### config.mk
export PLATFORM = sky130hd
export DESIGN_NAME = m68k_bus_responder
export DESIGN_NICKNAME = d
export VERILOG_FILES = /design/src/rtl/m68k_bus_responder.sv
export SDC_FILE = /design/constraint.sdc
export NUM_CORES = 1
export LEC_CHECK = 0
export ABC_AREA = 1
export BUFFER_PORTS_ARGS = -buffer_cell sky130_fd_sc_hd__buf_4
export CAP_MARGIN = 40
export CORE_ASPECT_RATIO = 0.75
export CORE_UTILIZATION = 45
export DETAILED_ROUTE_END_ITERATION = 7
export GPL_TIMING_DRIVEN = 0
export SLEW_MARGIN = 5
export SYNTH_ARGS = -nofsm -noshare
export SYNTH_HDL_FRONTEND = slang
export SYNTH_SLANG_ARGS = --single-unit
### constraint.sdc
create_clock -name sys_clk -period 3.3 [get_ports sys_clk]
set_input_delay 0.165 -clock sys_clk [delete_from_list [all_inputs] [get_ports sys_clk]]
set_output_delay 0.165 -clock sys_clk [all_outputs]
set_load 0.01 [all_outputs]
### src/rtl/m68k_bus_responder.sv
// m68k_bus_responder: 68000 bus target answering a fixed window from a 16-bit register bank.
// Optional macro RESP_BERR_EN adds nBERR_OE to flag accesses to unimplemented offsets.

module m68k_bus_responder #(
   parameter logic [23:0] BASE_ADDR   = 24'hE90000,
   parameter int          WIN_BITS    = 8,
   parameter int          NUM_REGS    = 8,
   parameter int          DTACK_DELAY = 2
) (
   input  logic                sys_clk,
   input  logic                sys_rst,
   input  logic                nAS,
   input  logic                nUDS,
   input  logic                nLDS,
   input  logic                RnW,
   input  logic [23:1]         A,
   input  logic [2:0]          FC,
   input  logic [15:0]         D_IN,
   output logic [15:0]         D_OUT,
   output logic                D_OE,
   output logic                nDTACK_OE,
`ifdef RESP_BERR_EN
   output logic                nBERR_OE,
`endif
   input  logic                host_wr,
   input  logic [WIN_BITS-2:0] host_addr,
   input  logic [15:0]         host_wdata,
   output logic [15:0]         host_rdata,
   output logic                bus_wr_pulse,
   output logic [WIN_BITS-2:0] bus_wr_addr,
   output logic                busy
);

   localparam int         OW  = WIN_BITS - 1;
   localparam logic [3:0] DLY = 4'(DTACK_DELAY);
`ifdef RESP_BERR_EN
   localparam bit BERR = 1'b1;
`else
   localparam bit BERR = 1'b0;
`endif

   typedef enum logic [2:0] {
      IDLE, DECODE, WAIT_DS, DELAY, ACK, RELEASE
   } state_t;

   state_t        state;
   logic [1:0]    as_q, uds_q, lds_q, rnw_q;
   logic [23:1]   a_q1, a_s;
   logic [2:0]    fc_q1, fc_s;
   logic [15:0]   d_q1, d_s;
   logic          as_s, uds_s, lds_s, rnw_s;
   logic [OW-1:0] off_l;
   logic          rnw_l;
   logic [3:0]    cnt;
   logic          stale;
   logic [15:0]   bank [NUM_REGS];
   logic [15:0]   rd_word;
   logic          impl;
   logic          ok;
   logic          sel;
   logic          bus_we;

   // Two-stage synchronizers, unreset so the live bus is tracked through reset
   always_ff @(posedge sys_clk) begin
      as_q  <= {as_q[0], ~nAS};
      uds_q <= {uds_q[0], ~nUDS};
      lds_q <= {lds_q[0], ~nLDS};
      rnw_q <= {rnw_q[0], RnW};
      a_q1  <= A;
      a_s   <= a_q1;
      fc_q1 <= FC;
      fc_s  <= fc_q1;
      d_q1  <= D_IN;
      d_s   <= d_q1;
   end

   assign as_s  = as_q[1];
   assign uds_s = uds_q[1];
   assign lds_s = lds_q[1];
   assign rnw_s = rnw_q[1];

   // Bank lookup at the latched bus offset
   always_comb begin
      rd_word = '0;
      impl    = 1'b0;
      for (int i = 0; i < NUM_REGS; i++) begin
         if (off_l == OW'(i)) begin
            rd_word = bank[i];
            impl    = 1'b1;
         end
      end
   end

   // Host read port, zero outside the implemented words
   always_comb begin
      host_rdata = '0;
      for (int i = 0; i < NUM_REGS; i++) begin
         if (host_addr == OW'(i)) host_rdata = bank[i];
      end
   end

   assign ok  = impl | ~BERR;
   assign sel = as_s & ~stale & (fc_s != 3'b111)
              & (a_s[23:WIN_BITS] == BASE_ADDR[23:WIN_BITS]);
   assign bus_we = (state == DELAY) & (cnt == 4'd0) & ~rnw_l & impl;

   // Register bank: strobed bus lanes override a same-cycle host write
   always_ff @(posedge sys_clk) begin
      if (sys_rst) begin
         for (int i = 0; i < NUM_REGS; i++) bank[i] <= '0;
      end else begin
         for (int i = 0; i < NUM_REGS; i++) begin
            if (bus_we && off_l == OW'(i) && uds_s)
               bank[i][15:8] <= d_s[15:8];
            else if (host_wr && host_addr == OW'(i))
               bank[i][15:8] <= host_wdata[15:8];
            if (bus_we && off_l == OW'(i) && lds_s)
               bank[i][7:0] <= d_s[7:0];
            else if (host_wr && host_addr == OW'(i))
               bank[i][7:0] <= host_wdata[7:0];
         end
      end
   end

   // Bus cycle sequencer with registered bus-side outputs
   always_ff @(posedge sys_clk) begin
      if (sys_rst) begin
         state        <= IDLE;
         off_l        <= '0;
         rnw_l        <= 1'b1;
         cnt          <= '0;
         stale        <= 1'b1;
         D_OUT        <= '0;
         D_OE         <= 1'b0;
         nDTACK_OE    <= 1'b0;
`ifdef RESP_BERR_EN
         nBERR_OE     <= 1'b0;
`endif
         bus_wr_pulse <= 1'b0;
         bus_wr_addr  <= '0;
         busy         <= 1'b0;
      end else begin
         bus_wr_pulse <= 1'b0;
         stale        <= stale & as_s;
         unique case (state)
            IDLE: begin
               if (sel) begin
                  off_l <= a_s[WIN_BITS-1:1];
                  rnw_l <= rnw_s;
                  busy  <= 1'b1;
                  state <= DECODE;
               end
            end
            DECODE: begin
               if (!as_s) begin
                  busy  <= 1'b0;
                  state <= IDLE;
               end else begin
                  if (rnw_l) begin
                     D_OUT <= rd_word;
                     D_OE  <= ok;
                  end
                  state <= WAIT_DS;
               end
            end
            WAIT_DS: begin
               if (!as_s) begin
                  D_OE  <= 1'b0;
                  state <= RELEASE;
               end else if (uds_s || lds_s) begin
                  cnt   <= DLY;
                  state <= DELAY;
               end
            end
            DELAY: begin
               if (cnt == 4'd0) begin
                  if (ok) nDTACK_OE <= 1'b1;
`ifdef RESP_BERR_EN
                  else nBERR_OE <= 1'b1;
`endif
                  if (!rnw_l && ok) begin
                     bus_wr_pulse <= 1'b1;
                     bus_wr_addr  <= off_l;
                  end
                  state <= ACK;
               end else begin
                  cnt <= cnt - 4'd1;
               end
            end
            ACK: begin
               if (!as_s) begin
                  nDTACK_OE <= 1'b0;
`ifdef RESP_BERR_EN
                  nBERR_OE  <= 1'b0;
`endif
                  D_OE      <= 1'b0;
                  state     <= RELEASE;
               end
            end
            RELEASE: begin
               nDTACK_OE <= 1'b0;
               D_OE      <= 1'b0;
               busy      <= 1'b0;
               state     <= IDLE;
            end
            default: begin
               busy  <= 1'b0;
               state <= IDLE;
            end
         endcase
      end
   end

endmodule

## Word-level counts from Yosys, hierarchy flattened

Memories as Yosys holds them, arrays and structs flattened.
Index checks and enable logic that the tools add are counted.
Widths: inputs -> output; s select.

| word-level totals | value |
|---|---|
| register bits | 135 |
| output and inout bits | 43 |
| memories | 1 |
| RAM bits | 128 |

Memory list:

| name | words | width | rd ports | clocked after Yosys merged registers in | write ports | line | source |
|---|---|---|---|---|---|---|---|
| bank | 8 | 16 | 8 | 0 | 8 | 56 | `logic [15:0] bank [NUM_REGS];` |

| operators by class | value |
|---|---|
| bitwise operators | 47 |
| reduce and logical (&&, ||, !) cells | 51 |
| mux-type cells | 182 |
| $add $sub $neg | 1 |
| eq/ne operators | 32 |

Operators by type and width:

| kind | count |
|---|---|
| $mux 16 | 16 |
| $mux 8 | 32 |
| $mux 1 | 120 |
| $eq 7x3->1 const B | 8 |
| $logic_and 1x1->1 | 32 |
| $or 1x1->1 | 32 |
| $eq 7x2->1 const B | 4 |
| $ne 2x2->1 const B | 9 |
| $eq 16x16->1 const B | 1 |
| $mux 3 | 5 |
| $pmux 3 s5 | 1 |
| $eq 7x1->1 const B | 2 |
| $logic_not 7->1 | 2 |
| $mux 4 | 3 |
| $reduce_and 3->1 | 4 |
| $reduce_and 4->1 | 3 |
| $pmux 1 s3 | 3 |
| $not 1->1 | 8 |
| $pmux 4 s2 | 1 |
| $and 1x1->1 | 7 |
| $eq 3x2->1 const B | 2 |
| $eq 3x3->1 const B | 2 |
| $ne 3x3->1 const B | 2 |
| $reduce_bool 3->1 | 2 |
| other kinds (11) | 12 |

## Depth between registers and ports, before layout

Gate-level depths: netlist of run 1.

| logic depth | value |
|---|---|
| word-level depth | 17 |
| gate-level depth with buffers | 13 |
| gate-level depth less buffers | 12 |

## Worst setup path before layout of run 1

Ideal clock, no wire load.

| path | value |
|---|---|
| kind | flip-flop to flip-flop |
| start | reg cnt[0] |
| end | mem bank[1][8], in the netlist bank[0][24] (enable) |
| library setup time | 0.309 ns |
| path buffers | 1 |
| clock period less this slack | 1.955 ns |
| stages on the path, launching flop included | 11 |
| required time | 2.991 ns |
| slack | 1.345 ns |
| arrival | 1.646 ns |
| cells stage by stage | dfxtp_1 inv_1 ha_1 nand3_1 nor2_4 nand2_4 clkinv_4 buf_8 nand4_4 o21bai_4 or2_2 |

RTL lines:

| element | line | source |
|---|---|---|
| start: declaration | 54 | `logic [3:0] cnt;` |
| start signal: assignment | 187 | `cnt <= cnt - 4'd1;` |
| end: declaration | 56 |  |

## Final worst setup path of run 1

| path | value |
|---|---|
| start | in host_addr[3] |
| end | out host_rdata[6] |

| on the way | value |
|---|---|
| word-level cells in the longest chain between the ends | 9 |

RTL lines:

| element | line | source |
|---|---|---|
| start: declaration | 26 | `input logic [WIN_BITS-2:0] host_addr,` |
| $logic_not 7->1 | 98 | `if (host_addr == OW'(i)) host_rdata = bank[i];` |
| $mux 16 (7 in a row) | 98 |  |
| $mux 16 (*) | 98 |  |
| end: declaration | 28 | `output logic [15:0] host_rdata,` |

Every way passes the cells marked *; elsewhere a longest branch is shown, timed or not.

==> impl_metrics.tcl, run 1 <==
set metrics [dict create \
    synth-seq-area-share_pct 54.9 \
    synth.distinct_cells 45 \
    synth-edff-count 128 \
    cts_root_buffer "clkbuf_16" \
    portBuffers 114 \
    drtAntennaViolNets 0 \
    synth_compound_area_share_pct 11.9 \
    crit_fanout 10 \
    postPlaceCellArea_um2 13200 \
    stdcell_area_um2 14800 \
    setup_tns_ps 0 \
    synthArstFlopShare_pct 0 \
    die_area_um2 27200 \
    syn_nets 1445 \
    dp_slack_ps 611 \
    netlist_instances 1371 \
    p_sw_share_pct 24.4 \
    period_minus_slack_ps 2570 \
    setup_violations 0 \
    p_per_area_nw_per_um2 517 \
    core_region_area_um2 26000 \
    syn_area_um2 11900 \
    worst-path-buf-inv 4 \
    crit_required_ps 3130 \
    fin_ws_ps 731 \
    clock_latency_ps 560 \
    finalCritPeriodShare_pct 77.8 \
    crit_path_max_incr_delay_ps 510 \
    synth-xor-area-share_pct 0.0734 \
    p_int_w 0.00579 \
    globalplace.congestion 0.878 \
    dp_cells 1829 \
    gr-total-overflow 0 \
    min-delay-start "D_IN[8]" \
    wl_per_cell_um 18.6 \
    status "finished clean" \
    cts_tree "done" \
    avgSynthCellArea_um2 8.70 \
    n_antenna_cell 0 \
    crit_path_end_kind "primary output" \
    yosys_register_bits 263 \
    grt_max_degree 15 \
    initial_core_util_pct 46.0 \
    ioPinCount 115 \
    vias_per_cell 5.40 \
    fp-row-count 51 \
    cts-hold-fix-buffers 62 \
    ir_drop_mv 0.630 \
    finalNetCount 1650 \
    antenna_found_initial 0 \
    p_switching_w 0.00187 \
    grt_usage_pct 27.1 \
    crit_path_top_delay_cell "clkbuf_1" \
    drtIter0Drc 1088 \
    crit_start "host_addr[3]" \
    final-max-slew-violation-count 0 \
    muxShareOfSynthArea_pct 0 \
    syn_to_final_growth_pct 24.0 \
    grt_pass1_vias 9571 \
    slew_headroom_pct 44.3 \
    cp-start-kind "input pin" \
    postCtsSetupBuffers 0 \
    final_common_cell "nand2_1" \
    drt_wl_total_um 36100 \
    fp.dieW_um 190 \
    drc 0 \
    leakagePower_nw 6.35 \
    die_h_um 143 \
    combinationalPowerShare_pct 8.9 \
    cp_data_arrival_time_ps 2400 \
    cp_cell_sequence "buf_4, nor2_1, nand4_1, inv_1, clkbuf_1, nand2_1, nand4_1, buf_4" \
    clkPwrFrac_pct 42.5 \
    hold_violations 0 \
    cts_resized 0 \
    worstMarginPinSlew_ps 832 \
    seqPwrFrac_pct 48.5 \
    firstDrtPassIters 6 \
    r2r-start "as_q[1]" \
    hold_class "input pin to flip-flop" \
    timing.fmax_ghz 0.389 \
    cts_sinks 263 \
    final_layout_size_suffix_gt1_share_pct 17.5 \
    fin_total_pwr_w 0.00765 \
    vias 10500 \
    dp_hpwl_um 28100 \
    ys.flop_type "dfxtp_1" \
    fin_worst_skew_ps 14.7 \
    htreeDepth 1 \
    final_cell_mix "291 x nand2_1, 160 x nor2_1, 135 x dfxtp_1" \
    numCtsBuffers 27 \
    grt_pass1_wl_um 55600 \
    cts_buffer_depth 3 \
    final_cell_count_no_fill 1940 \
    cap_violations 0 \
    clk_pin_slew_ps 60 \
    critical_path.top_delay_family "buffers and inverters" \
    yosysWarningCount 0 \
    synth_top_family_by_area "simple AND/OR/NAND/NOR gates" \
    grt_setup_unrepaired "false" \
    yosys.area_share.simple_pct 26.8 \
    synthAdderAreaFrac_pct 0.210 \
    path_class "input pin to primary output" \
]
worst register-to-register path, delay by kind of cell, from the launching register on:
family | cells | cell delay (ps)
flip-flops | 1 | 450
AND/OR/NAND/NOR | 6 | 1420
buffers and inverters | 1 | 410
power groups by stage:
stage	logic [W]	clock network [W]	registers [W]
2_1_floorplan	0.000345	0	0.00376
3_3_place_gp	0.000606	0	0.00378
3_5_place_dp	0.000617	0	0.00378
4_1_cts	0.000677	0.00330	0.00371
5_1_grt	0.000757	0.00342	0.00374
6_report	0.000685	0.00325	0.00372
cells by family (layout without fill, tap and decap cells):
logic type	Yosys count	count (layout)
buf+inv	179	404
simple gates	685	685
xor+xnor	1	1
fa+ha+maj	2	2
compound gates	241	241
flops	263	263
final cells by class:
class                      count  area, µm²
multi-input combinational    929       4660
timing repair buffer         176       1480
clock buffer                  35        821
fill                        2375      11200
sequential                   263       6550
clock inverter                14        134
tap                          344        430
inverter                     121        462
buffer                        58        268
metal layers:
metal	vias up	part of all wire, %	global-route usage [%]
met1	4813	47	41.9
li1	5077	-	-
met5	-	0	0
met3	47	10	4.64
met2	535	41	39.2
met4	0	1.8	5.26
stage by stage:
step                utilization, %  hold slack [ps]
floorplan                        -              193
global route                  57.0              243
CTS                           57.0              227
finish                        57.0              249
detailed placement            50.9              270
global placement              50.9              269
synth_stat cells (3+ instances only):
master	number	area, µm²
nand4_1	53	332
nand2_1	291	1090
nor2_2	7	43.8
o221a_2	16	180
inv_2	11	41.3
nand2_2	10	62.6
o22ai_1	9	56.3
buf_4	3	22.5
o21ai_2	8	70.1
or2_2	11	68.8
o21ai_1	14	70.1
o21ai_0	107	536
nand3_1	115	576
nor2_1	160	601
o211ai_1	4	30.0
nand3_2	3	30.0
nand2_4	4	45.0
edfxtp_1	128	3840
a21oi_1	72	360
dfxtp_1	135	2700
nor4_1	4	25.0
buf_2	22	110
nor3_1	5	25.0
o211a_1	7	70.1
clkbuf_1	31	116
nor2_4	9	101
inv_1	106	398
nor2_8	3	60.1
registers in the layout, summed over array words and instances (netlist names), 3 cells and up:
name and count:
bus_wr_addr 7, bank 128, d_s 16, a_s 23, fc_q1 3, D_OUT 16, a_q1 23, state 3
off_l 7, d_q1 16, fc_s 3, cnt 4
path summary, 6_finish.rpt:
| check | slack [ps] | endpoint | cells past startpoint |
|---|---|---|---|
| max | 730 | host_rdata[6] | 8 |
| max reg2reg | 920 | off_l[5] | 7 |
| min | 250 | d_q1[8] | 2 |
| min reg2reg | 320 | a_s[3] | 0 |
No activity file was read; power rests on OpenSTA's default activity.
==> inputs of run 2 (changes only) <==
--- a/config.mk
+++ b/config.mk
@@ -12,6 +12,7 @@
 export CORE_UTILIZATION = 45
 export DETAILED_ROUTE_END_ITERATION = 7
 export GPL_TIMING_DRIVEN = 0
+export PLACE_DENSITY = 0.66
 export SLEW_MARGIN = 5
 export SYNTH_ARGS = -nofsm -noshare
 export SYNTH_HDL_FRONTEND = slang
==> constraint.sdc (replaced) <==
create_clock -name sys_clk -period 2.2 [get_ports sys_clk]
set_input_delay 0.11 -clock sys_clk [delete_from_list [all_inputs] [get_ports sys_clk]]
set_output_delay 0.11 -clock sys_clk [all_outputs]
set_load 0.01 [all_outputs]
==> impl_metrics.tcl, run 2 (synthesis gave the netlist of run 1 again) <==
set metrics [dict create \
    fin_ws_ps 34.0 \
    fp-row-count 51 \
    leakagePower_nw 6.43 \
    ioPinCount 115 \
    vias 10500 \
    finalCritPeriodShare_pct 98.5 \
    antenna_found_initial 0 \
    worstMarginPinSlew_ps 892 \
    vias_per_cell 5.38 \
    combinationalPowerShare_pct 9.4 \
    cts_root_buffer "clkbuf_16" \
    dp_slack_ps -394 \
    p_switching_w 0.00277 \
    regMostFlops "bank" \
    cp-start-kind "input pin" \
    globalplace.congestion 0.937 \
    dp_hpwl_um 27600 \
    status "finished clean" \
    drc 0 \
    grt_pass1_wl_um 54000 \
    clkPwrFrac_pct 40.5 \
    initial_core_util_pct 46.0 \
    clk_pin_slew_ps 60 \
    wl_met2_um 14700 \
    drtAntennaViolNets 0 \
    cp_cell_sequence "buf_4, nor3_4, clkbuf_4, nand3_2, clkbuf_2, o22ai_1, nand4_1, buf_4" \
    drt_wl_total_um 36000 \
    syn_to_final_growth_pct 25.7 \
    grt_max_degree 16 \
    core_region_area_um2 26000 \
    largest_reg_flops 128 \
    fp.dieW_um 190 \
    clock_latency_ps 570 \
    portBuffers 114 \
    ir_drop_mv 0.694 \
    wl_met1_um 16600 \
    crit_required_ps 2090 \
    p_int_w 0.00837 \
    postPlaceCellArea_um2 13200 \
    cts_tree "done" \
    cap_violations 0 \
    grt_usage_pct 26.4 \
    die_area_um2 27200 \
    stdcell_area_um2 15000 \
    crit_path_top_delay_cell "o22ai_1" \
    wl_per_cell_um 18.4 \
    drtIter0Drc 1224 \
    path_class "input pin to primary output" \
    p_sw_share_pct 24.9 \
    final_cell_count_no_fill 1955 \
    period_minus_slack_ps 2170 \
    reg_top3 "bank x128, a_q1 x23, a_s x23" \
    final_cell_mix "291 x nand2_1, 156 x nor2_1, 135 x dfxtp_1" \
    dp_cells 1829 \
    grt_pass1_vias 9395 \
    cts_buffer_depth 3 \
    finalNetCount 1663 \
    htreeDepth 1 \
    finish.utilization_pct 57.7 \
    cp_data_arrival_time_ps 2060 \
    crit_path_end_kind "primary output" \
    crit_path_max_incr_delay_ps 390 \
    die_h_um 143 \
    crit_fanout 10 \
    cts_sinks 263 \
    slew_headroom_pct 40.5 \
    p_per_area_nw_per_um2 743 \
    routed-wl-met3_um 4080 \
    numCtsBuffers 27 \
    final_common_cell "nand2_1" \
    fin_worst_skew_ps 32.9 \
    cp_common_cell "buf_4" \
    seqPwrFrac_pct 50.1 \
    hold_violations 0 \
    firstDrtPassIters 6 \
    top_layer "met4" \
    timing.fmax_ghz 0.462 \
    final-max-slew-violation-count 0 \
    final_layout_size_suffix_gt1_share_pct 19.8 \
    setup_violations 0 \
    hold_class "input pin to flip-flop" \
    gr-total-overflow 0 \
]
## run 2: worst paths after layout
path	cells past startpoint	slack (ps)	startpoint	to
worst min register to register	0	320	lds_q[0]	lds_q[1]
worst max-delay path	8	30	host_addr[5]	host_rdata[7]
worst max register to register	13	100	cnt[0]	bank[1][29]
worst min-delay path	2	190	A[17]	a_q1[17]
## run 2: layout make-up
class                           count  area, µm²
Buffer                             56        275
Sequential cell                   263       6550
Fill cell                        2254      11000
Clock inverter                     11       70.1
Clock buffer                       39        802
Antenna cell                        1       2.50
Tap cell                          344        430
Timing Repair Buffer              189       1590
Inverter                          121        465
Multi-Input combinational cell    931       4820
## run 2: layer usage
| metal | up-vias | global-route usage (%) |
|---|---|---|
| met5 | - | 0 |
| met4 | 0 | 5.94 |
| met1 | 4793 | 40.1 |
| met2 | 557 | 37.9 |
| met3 | 51 | 5.95 |
| li1 | 5109 | - |
## run 2: worst max-delay path: cells and delay by family
family	cells	cell delay [ps]
buffers and inverters	4	880
AOI/OAI and AO/OA	1	390
and+or+nand+nor	3	650
## run 2: power by group through the flow
stage               combinational (W)  sequential [W]  clock (W)
finish                        0.00104         0.00558    0.00452
global route                  0.00115         0.00561    0.00476
CTS                           0.00101         0.00557    0.00459
detailed placement           0.000913         0.00568          0
global placement             0.000902         0.00567          0
floorplan                    0.000518         0.00563          0
## run 2: through the flow
step                hold slack, ps  total power, W  setup TNS, ps
floorplan                      138         0.00615              0
finish                         187          0.0111              0
detailed placement             216         0.00659         -10440
global placement               214         0.00657          -8120
global route                   181          0.0115          -40.5
CTS                            167          0.0112              0
## run 2: timing repair
item | CTS | global route
hold endpoints to repair | 102 | 0
endpoints found under the setup margin | 89 | 204
hold buffers | 62 | 0
pin swaps | 5 | 7
cloned | 0 | 2
setup buffers | 4 | 9
resized for setup | 14 | 27
